`src/rtl/instr_fetch_pkg0.sv`:
```
// ---------------------------------------------------------------------------
// instr_fetch_pkg0
// Shared definitions for the instruction prefetcher: default port widths,
// word geometry (bytes per word, byte-offset bits) and the FIFO entry layout
// for the default configuration.
// ---------------------------------------------------------------------------
package instr_fetch_pkg0;

  localparam int ADDR_WIDTH_DEF   = 16;
  localparam int DATA_WIDTH_DEF   = 32;
  localparam int BYTES_PER_WORD   = DATA_WIDTH_DEF / 8;
  localparam int WORD_OFFSET_BITS = $clog2(BYTES_PER_WORD);

  // One buffered instruction: the byte address it was fetched from plus the
  // returned word.
  typedef struct packed {
    logic [ADDR_WIDTH_DEF-1:0] addr;
    logic [DATA_WIDTH_DEF-1:0] data;
  } fifo_entry_t;

  // Fetch stride in bytes for an arbitrary word width.
  function automatic int bytes_per_word(input int data_width);
    return data_width / 8;
  endfunction

endpackage

```
`src/rtl/instr_fifo0.sv`:
```
// ---------------------------------------------------------------------------
// instr_fifo0
// Small synchronous FIFO used as the prefetch buffer.
//   clk, rst_n   : clock, synchronous active-low reset
//   flush_i      : drop all entries at the next edge (wins over push/pop)
//   push_i       : write push_data_i (accepted when not full, or full + pop)
//   pop_i        : retire the head entry (ignored when empty)
//   head_o       : current head entry (undefined while empty)
//   empty_o      : no entries held
//   count_o      : number of entries held, 0..DEPTH
// DEPTH must be a power of two (>= 2) so the pointers wrap naturally.
// ---------------------------------------------------------------------------
module instr_fifo0 #(
  parameter int  DEPTH   = 4,
  parameter type entry_t = logic [31:0]
) (
  input  logic                     clk,
  input  logic                     rst_n,
  input  logic                     flush_i,
  input  logic                     push_i,
  input  entry_t                   push_data_i,
  input  logic                     pop_i,
  output entry_t                   head_o,
  output logic                     empty_o,
  output logic [$clog2(DEPTH):0]   count_o
);

  localparam int PW = $clog2(DEPTH);

  entry_t         mem [DEPTH];
  logic [PW-1:0]  wr_ptr;
  logic [PW-1:0]  rd_ptr;
  logic [PW:0]    count;
  logic           full;
  logic           do_push;
  logic           do_pop;

  assign full    = (count == (PW+1)'(DEPTH));
  assign empty_o = (count == '0);
  assign count_o = count;
  assign head_o  = mem[rd_ptr];

  // A push into a full FIFO is only accepted when the head leaves the same
  // cycle, which keeps count unchanged.
  assign do_pop  = pop_i & ~empty_o;
  assign do_push = push_i & (~full | do_pop);

  always_ff @(posedge clk) begin
    if (!rst_n || flush_i) begin
      wr_ptr <= '0;
      rd_ptr <= '0;
      count  <= '0;
    end else begin
      if (do_push) wr_ptr <= wr_ptr + 1'b1;
      if (do_pop)  rd_ptr <= rd_ptr + 1'b1;
      count <= count + (PW+1)'(do_push) - (PW+1)'(do_pop);
    end
  end

  // Storage needs no reset; only entries below count are ever observed.
  always_ff @(posedge clk) begin
    if (do_push && !flush_i) mem[wr_ptr] <= push_data_i;
  end

  // The issuer reserves a slot before requesting, so a push must never find
  // the buffer full without a simultaneous pop.
  overflow_chk: assert property (@(posedge clk) disable iff (!rst_n)
    !(push_i && full && !pop_i && !flush_i));

endmodule

```
`src/rtl/instr_fetch_pref0.sv`:
```
// ---------------------------------------------------------------------------
// instr_fetch_pref0
// Instruction prefetcher on the initiator side of the instruction RAM port.
// Issues sequential word reads (1-cycle RAM latency), buffers returned words
// in instr_fifo0 and hands them to the core over valid/ready. A branch
// flushes buffered and in-flight data and refetches from the target.
//   clk, rst_n        : clock, synchronous active-low reset
//   fetch_en_i        : allow new requests
//   branch_i          : single-cycle redirect strobe
//   branch_addr_i     : redirect target (word-aligned internally)
//   instr_valid_o     : head word available
//   instr_ready_i     : core accepts head word
//   instr_rdata_o     : head word (0 while empty)
//   instr_addr_o      : head word byte address (0 while empty)
//   ram_en_o          : read request
//   ram_addr_o        : request byte address
//   ram_we_o, ram_be_o, ram_wdata_o : read-only ties
//   ram_rdata_i       : read data, valid the cycle after ram_en_o
// ---------------------------------------------------------------------------
module instr_fetch_pref0
  import instr_fetch_pkg0::*;
#(
  parameter int                    ADDR_WIDTH = ADDR_WIDTH_DEF,
  parameter int                    DATA_WIDTH = DATA_WIDTH_DEF,
  parameter int                    FIFO_DEPTH = 4,
  parameter logic [ADDR_WIDTH-1:0] BOOT_ADDR  = {1'b1, {(ADDR_WIDTH-1){1'b0}}}
) (
  input  logic                    clk,
  input  logic                    rst_n,
  input  logic                    fetch_en_i,
  input  logic                    branch_i,
  input  logic [ADDR_WIDTH-1:0]   branch_addr_i,
  output logic                    instr_valid_o,
  input  logic                    instr_ready_i,
  output logic [DATA_WIDTH-1:0]   instr_rdata_o,
  output logic [ADDR_WIDTH-1:0]   instr_addr_o,
  output logic                    ram_en_o,
  output logic [ADDR_WIDTH-1:0]   ram_addr_o,
  output logic                    ram_we_o,
  output logic [DATA_WIDTH/8-1:0] ram_be_o,
  output logic [DATA_WIDTH-1:0]   ram_wdata_o,
  input  logic [DATA_WIDTH-1:0]   ram_rdata_i
);

  localparam int                    STRIDE     = bytes_per_word(DATA_WIDTH);
  localparam int                    CW         = $clog2(FIFO_DEPTH) + 1;
  localparam logic [ADDR_WIDTH-1:0] STRIDE_A   = ADDR_WIDTH'(STRIDE);
  localparam logic [ADDR_WIDTH-1:0] ALIGN_MASK = ~ADDR_WIDTH'(STRIDE - 1);

  typedef struct packed {
    logic [ADDR_WIDTH-1:0] addr;
    logic [DATA_WIDTH-1:0] data;
  } entry_t;

  logic [ADDR_WIDTH-1:0] pc_q;
  logic [ADDR_WIDTH-1:0] req_addr_q;
  logic                  inflight_q;
  logic [ADDR_WIDTH-1:0] target;
  logic                  pop;
  logic                  push;
  logic                  room;
  logic [CW-1:0]         count;
  logic [CW:0]           occupancy;
  logic [CW:0]           limit;
  logic                  fifo_empty;
  entry_t                push_entry;
  entry_t                head;

  assign target = branch_addr_i & ALIGN_MASK;
  assign pop    = instr_valid_o & instr_ready_i;

  // Occupancy counts buffered words plus the one in flight; a pop this cycle
  // frees a slot early so streaming runs at one word per cycle.
  assign occupancy = {1'b0, count} + (CW+1)'(inflight_q);
  assign limit     = (CW+1)'(FIFO_DEPTH) + (CW+1)'(pop);
  assign room      = occupancy < limit;

  // A branch always gets its own request out in the same cycle (the buffer
  // and in-flight slot are being discarded, so room is guaranteed).
  assign ram_en_o   = rst_n & fetch_en_i & (branch_i | room);
  assign ram_addr_o = branch_i ? target : pc_q;

  assign ram_we_o    = 1'b0;
  assign ram_be_o    = '1;
  assign ram_wdata_o = '0;

  // A response arriving in a branch cycle belongs to the old stream.
  assign push            = inflight_q & ~branch_i;
  assign push_entry.addr = req_addr_q;
  assign push_entry.data = ram_rdata_i;

  // Track the outstanding request and advance the PC. Any request (normal or
  // branch) moves pc to the word after the address just issued; a branch
  // without fetch enable parks pc on the target.
  always_ff @(posedge clk) begin
    if (!rst_n) begin
      pc_q       <= BOOT_ADDR;
      inflight_q <= 1'b0;
      req_addr_q <= '0;
    end else begin
      inflight_q <= ram_en_o;
      if (ram_en_o) begin
        req_addr_q <= ram_addr_o;
        pc_q       <= ram_addr_o + STRIDE_A;
      end else if (branch_i) begin
        pc_q <= target;
      end
    end
  end

  instr_fifo0 #(
    .DEPTH   (FIFO_DEPTH),
    .entry_t (entry_t)
  ) u_fifo (
    .clk         (clk),
    .rst_n       (rst_n),
    .flush_i     (branch_i),
    .push_i      (push),
    .push_data_i (push_entry),
    .pop_i       (pop),
    .head_o      (head),
    .empty_o     (fifo_empty),
    .count_o     (count)
  );

  assign instr_valid_o = ~fifo_empty;
  assign instr_rdata_o = fifo_empty ? '0 : head.data;
  assign instr_addr_o  = fifo_empty ? '0 : head.addr;

endmodule

```
`config.mk`:
```
export PLATFORM = sky130hd
export DESIGN_NAME = instr_fetch_pref0
export DESIGN_NICKNAME = d
export VERILOG_FILES = /design/src/rtl/instr_fetch_pkg0.sv /design/src/rtl/instr_fifo0.sv /design/src/rtl/instr_fetch_pref0.sv
export SDC_FILE = /design/constraint.sdc
export NUM_CORES = 1
export LEC_CHECK = 0
export CAP_MARGIN = 40
export CORE_UTILIZATION = 48
export DETAILED_ROUTE_END_ITERATION = 12
export PLACE_DENSITY_LB_ADDON = 0.12
export SKIP_LAST_GASP = 1
export SYNTH_ARGS = -nofsm -noshare
export SYNTH_HDL_FRONTEND = slang
export SYNTH_SLANG_ARGS = --single-unit
export TNS_END_PERCENT = 1
```
`constraint.sdc`:
```
create_clock -name clk -period 3.3 [get_ports clk]
set_clock_uncertainty 0.2 [all_clocks]
set_input_delay 0.66 -clock clk [delete_from_list [all_inputs] [get_ports clk]]
set_output_delay 0.66 -clock clk [all_outputs]
set_load 0.02 [all_outputs]
```
==> flow_metrics.py, run 1 <==
metrics = {
    "detailed_routing": {
        "wl_per_cell_um": 17.8,
        "viasPerCell": 5.16,
        "drtAntennaViolNets": 0,
        "drt-initial-drc-count": 308,
        "dr.pass1.iters": 4,
        "vias": 5155,
        "drc_errors": 0,
        "routed_wl_um": 17800,
    },
    "placed_design": {
        "hpwl_um": 11100,
        "port_buffers": 116,
        "placed_cell_area_sq_um": 11100,
        "place.gp.congestion": 0.804,
        "dp_slack_ns": 0.0546,
        "dp.cells": 958,
    },
    "worst_setup_path": {
        "cp-start-kind": "flop",
        "r2r_slack_ns": 0.44,
        "r2r_start": "u_fifo.count_o[2]",
        "endpoint_kind": "primary output",
        "startpoint": "u_fifo.count_o[2]",
        "path_cells": "or3_2 > buf_4 > and2_1 > clkdlybuf4s50_1",
        "max_stage_delay_ns": 0.59,
        "crit_arrival_ns": 2.43,
        "crit_slowest_cell": "clkdlybuf4s50_1",
        "crit_type": "reg -> out",
        "r2r-end": "u_fifo.count_o[1]",
        "crit_required_ns": 2.44,
        "crit_fanout": 31,
        "r2r_cells": 8,
        "crit_buf_inv": 2,
        "crit_family": "buffers and inverters",
    },
    "clock_tree": {
        "h-tree-depth": 1,
        "clock_tree.root_cell": "clkbuf_16",
        "hold_buffers": 0,
        "ctsLongestPathBuffers": 3,
        "cts_made_buffers": 23,
        "path_clk_slew_ns": 0.06,
        "cts.sinks": 234,
        "postCtsSetupBuffers": 0,
        "worst_skew_pair.late_latency_ns": 0.50,
        "cts_tree": "yes",
    },
    "outcome": {
        "status": "complete, no violations",
    },
    "timing": {
        "rsz0062_at_grt": "true",
        "tns_ns": 0,
        "worstMarginPinSlew_ns": 0.809,
        "final_max_slew_viol_count": 0,
        "fin_crit_sh_pct": 99.6,
        "max_freq_mhz": 304,
        "final_hold_viol_count": 0,
        "maxSlewHeadroom_pct": 45.6,
        "fin_ws_ns": 0.0130,
        "min_period_ns": 3.29,
        "final-setup-viol-count": 0,
    },
    "logic_synthesis": {
        "synthDistinctLibCells": 45,
        "synth_top_cell_area_share_pct": 60.6,
        "synth_area_sq_um": 9520,
        "ys_ff_latch": 234,
        "synth_cells": 572,
        "ys_warn_count": 0,
        "yosysSeqAreaShare_pct": 69.4,
        "avgSynthCellArea_sq_um": 16.6,
        "synth_top_cell_by_area": "edfxtp_1",
        "synth_area_leaders": "edfxtp_1 61%, mux4_2 11%, dfxtp_1 8.8%",
    },
    "flow_run": {
        "maxCapViolCount": 0,
    },
    "cells_and_area": {
        "drive_gt1_share_pct": 17.7,
        "nets": 782,
        "diodes": 0,
        "utilization_pct": 60.8,
        "final-instance-count-excl-fill": 999,
        "area_delta_synth_final_pct": 24.3,
        "fin_area_sq_um": 11800,
    },
    "floorplanning": {
        "row_count": 51,
        "dieWidth_um": 143,
        "dieArea_sq_um": 20400,
        "start_util_pct": 48.9,
        "core_sq_um": 19500,
        "die_h_um": 143,
        "ios": 156,
    },
    "worst_hold_path": {
        "holdCritPathClass": "reg -> reg",
        "hp-start": "req_addr_q[3]",
        "whs_endpoint": "req_addr_q[3]",
        "hold-path-cell-count": 2,
    },
    "global_routing": {
        "grt_pass1_vias": 5321,
        "globalRouteTotalUtil_pct": 18.0,
        "antenna_found_initial": 0,
        "grt_max_degree": 49,
        "grt_pass1_wl_um": 28000,
        "grt_overflow": 0,
    },
    "power_and_ir_drop": {
        "peakVddDrop_uv": 270,
        "power_density_nw_per_um2": 537,
        "p_leak_nw": 4.05,
    },
}
through the flow:
| step | hold WS [ns] | power [mW] |
|---|---|---|
| 3_5_place_dp | 0.280 | 3.93 |
| 6_report | 0.298 | 6.35 |
| 4_1_cts | 0.298 | 6.42 |
| 3_3_place_gp | 0.276 | 3.92 |
| 2_1_floorplan | 0.258 | 3.68 |
| 5_1_grt | 0.311 | 6.57 |
worst max path at each step:
stage / endpoint / slack [ns] / cells past startpoint
floorplan: u_fifo.mem[0][0] / 0.13 / 5
detailed placement: ram_en_o / 0.05 / 7
global placement: ram_en_o / 0.05 / 7
global route: instr_addr_o[13] / -0.06 / 4
finish: instr_addr_o[13] / 0.01 / 4
CTS: ram_en_o / -0.05 / 7
registers in the layout, summed over array words and instances, names as in the netlist, named ones only:
name,flops
pc_q,16
inflight_q,1
u_fifo.mem,192
u_fifo.rd_ptr,2
req_addr_q,16
u_fifo.count_o,3
u_fifo.wr_ptr,2
layout make-up:
cell class	instances	area [sq um]
tap	265	332
sequential	234	6610
clock inverter	10	95.1
fill	1463	7630
timing repair buffer	149	1520
inverter	20	75.1
multi-input combinational	290	2570
clock buffer	31	626
metal layers:
metal  routed length [um]  global-route usage (%)
met3                  915                    2.58
met1                 7880                    24.5
met5                    0                       0
met4                  259                    5.15
met2                 8700                    30.4
power by group:
| part | switching (mW) | total [mW] | leakage, nW | internal (mW) |
|---|---|---|---|---|
| registers | 0.0323 | 3.28 | 2.06 | 3.25 |
| clock network | 1.00 | 2.48 | 0.347 | 1.48 |
| logic | 0.311 | 0.585 | 1.65 | 0.275 |
| total | 1.35 | 6.35 | 4.05 | 5.00 |
tightest hold or removal path, stage by stage, from the launching register on:
cell and delay, ns:
dfxtp_1 0.33, nand3_1 0.07, nand2_1 0.05
placed cells by master (no fill, tap or decap), drive strengths merged, types with 2 or more instances in the layout:
master,n
a21oi,9
xnor2,5
bufinv,2
ha,10
buf,33
mux4,48
mux2i,11
nor3,6
and2,53
clkdlybuf4s50,115
a31o,2
and3,9
dfxtp,42
nand3b,4
nor3b,3
nand3,20
nor2,19
inv,19
edfxtp,192
clkinv,8
nor2b,2
mux2,5
clkbuf,31
xor2,2
a211oi,3
a31oi,3
conb,37
o21ai,10
nand2,19
kinds of logic after synthesis:
| group | synth area share (%) |
|---|---|
| AOI/OAI and AO/OA | 2.13 |
| xor gates and xnor gates | 0.644 |
| adders and majority gates | 1.52 |
| buffers and inverters | 5.01 |
| DFF | 69.4 |
| muxes | 13.1 |
| other | 0.0789 |
| and+or+nand+nor | 8.11 |
synth_stat cells, drive strengths merged:
| master | n |
|---|---|
| nor2b | 2 |
| nand3b | 4 |
| a311o | 1 |
| mux4 | 48 |
| a221oi | 1 |
| nor3 | 6 |
| mux2 | 5 |
| o21a | 1 |
| a311oi | 1 |
| clkbuf | 11 |
| a21oi | 9 |
| conb | 2 |
| ha | 10 |
| o21ai | 10 |
| edfxtp | 192 |
| xor2 | 2 |
| clkinv | 1 |
| nand4 | 1 |
| nor2 | 19 |
| and2 | 53 |
| nor4 | 1 |
| and4 | 1 |
| a31o | 2 |
| a211oi | 3 |
| and3 | 9 |
| dfxtp | 42 |
| nor3b | 3 |
| nand3 | 20 |
| a31oi | 3 |
| o41ai | 1 |
| xnor2 | 5 |
| nand2 | 19 |
| buf | 52 |
| or3 | 1 |
| fa | 1 |
| inv | 19 |
| mux2i | 11 |
timing repair:
action | CTS | global route
pin swaps | 0 | 0
endpoints found under the setup margin | 15 | 43
gates resized for setup | 1 | 1
hold endpoints to repair | 0 | 0
Note: power is estimated with default switching activity, not from simulation.
==> run 2, diff against run 1 <==
--- a/config.mk
+++ b/config.mk
@@ -10,6 +10,7 @@
 export DETAILED_ROUTE_END_ITERATION = 12
 export PLACE_DENSITY_LB_ADDON = 0.12
 export SKIP_LAST_GASP = 1
+export SLEW_MARGIN = 20
 export SYNTH_ARGS = -nofsm -noshare
 export SYNTH_HDL_FRONTEND = slang
 export SYNTH_SLANG_ARGS = --single-unit
==> results of run 2 <==
The final DEF is identical to that of run 1; final timing and power are the same.
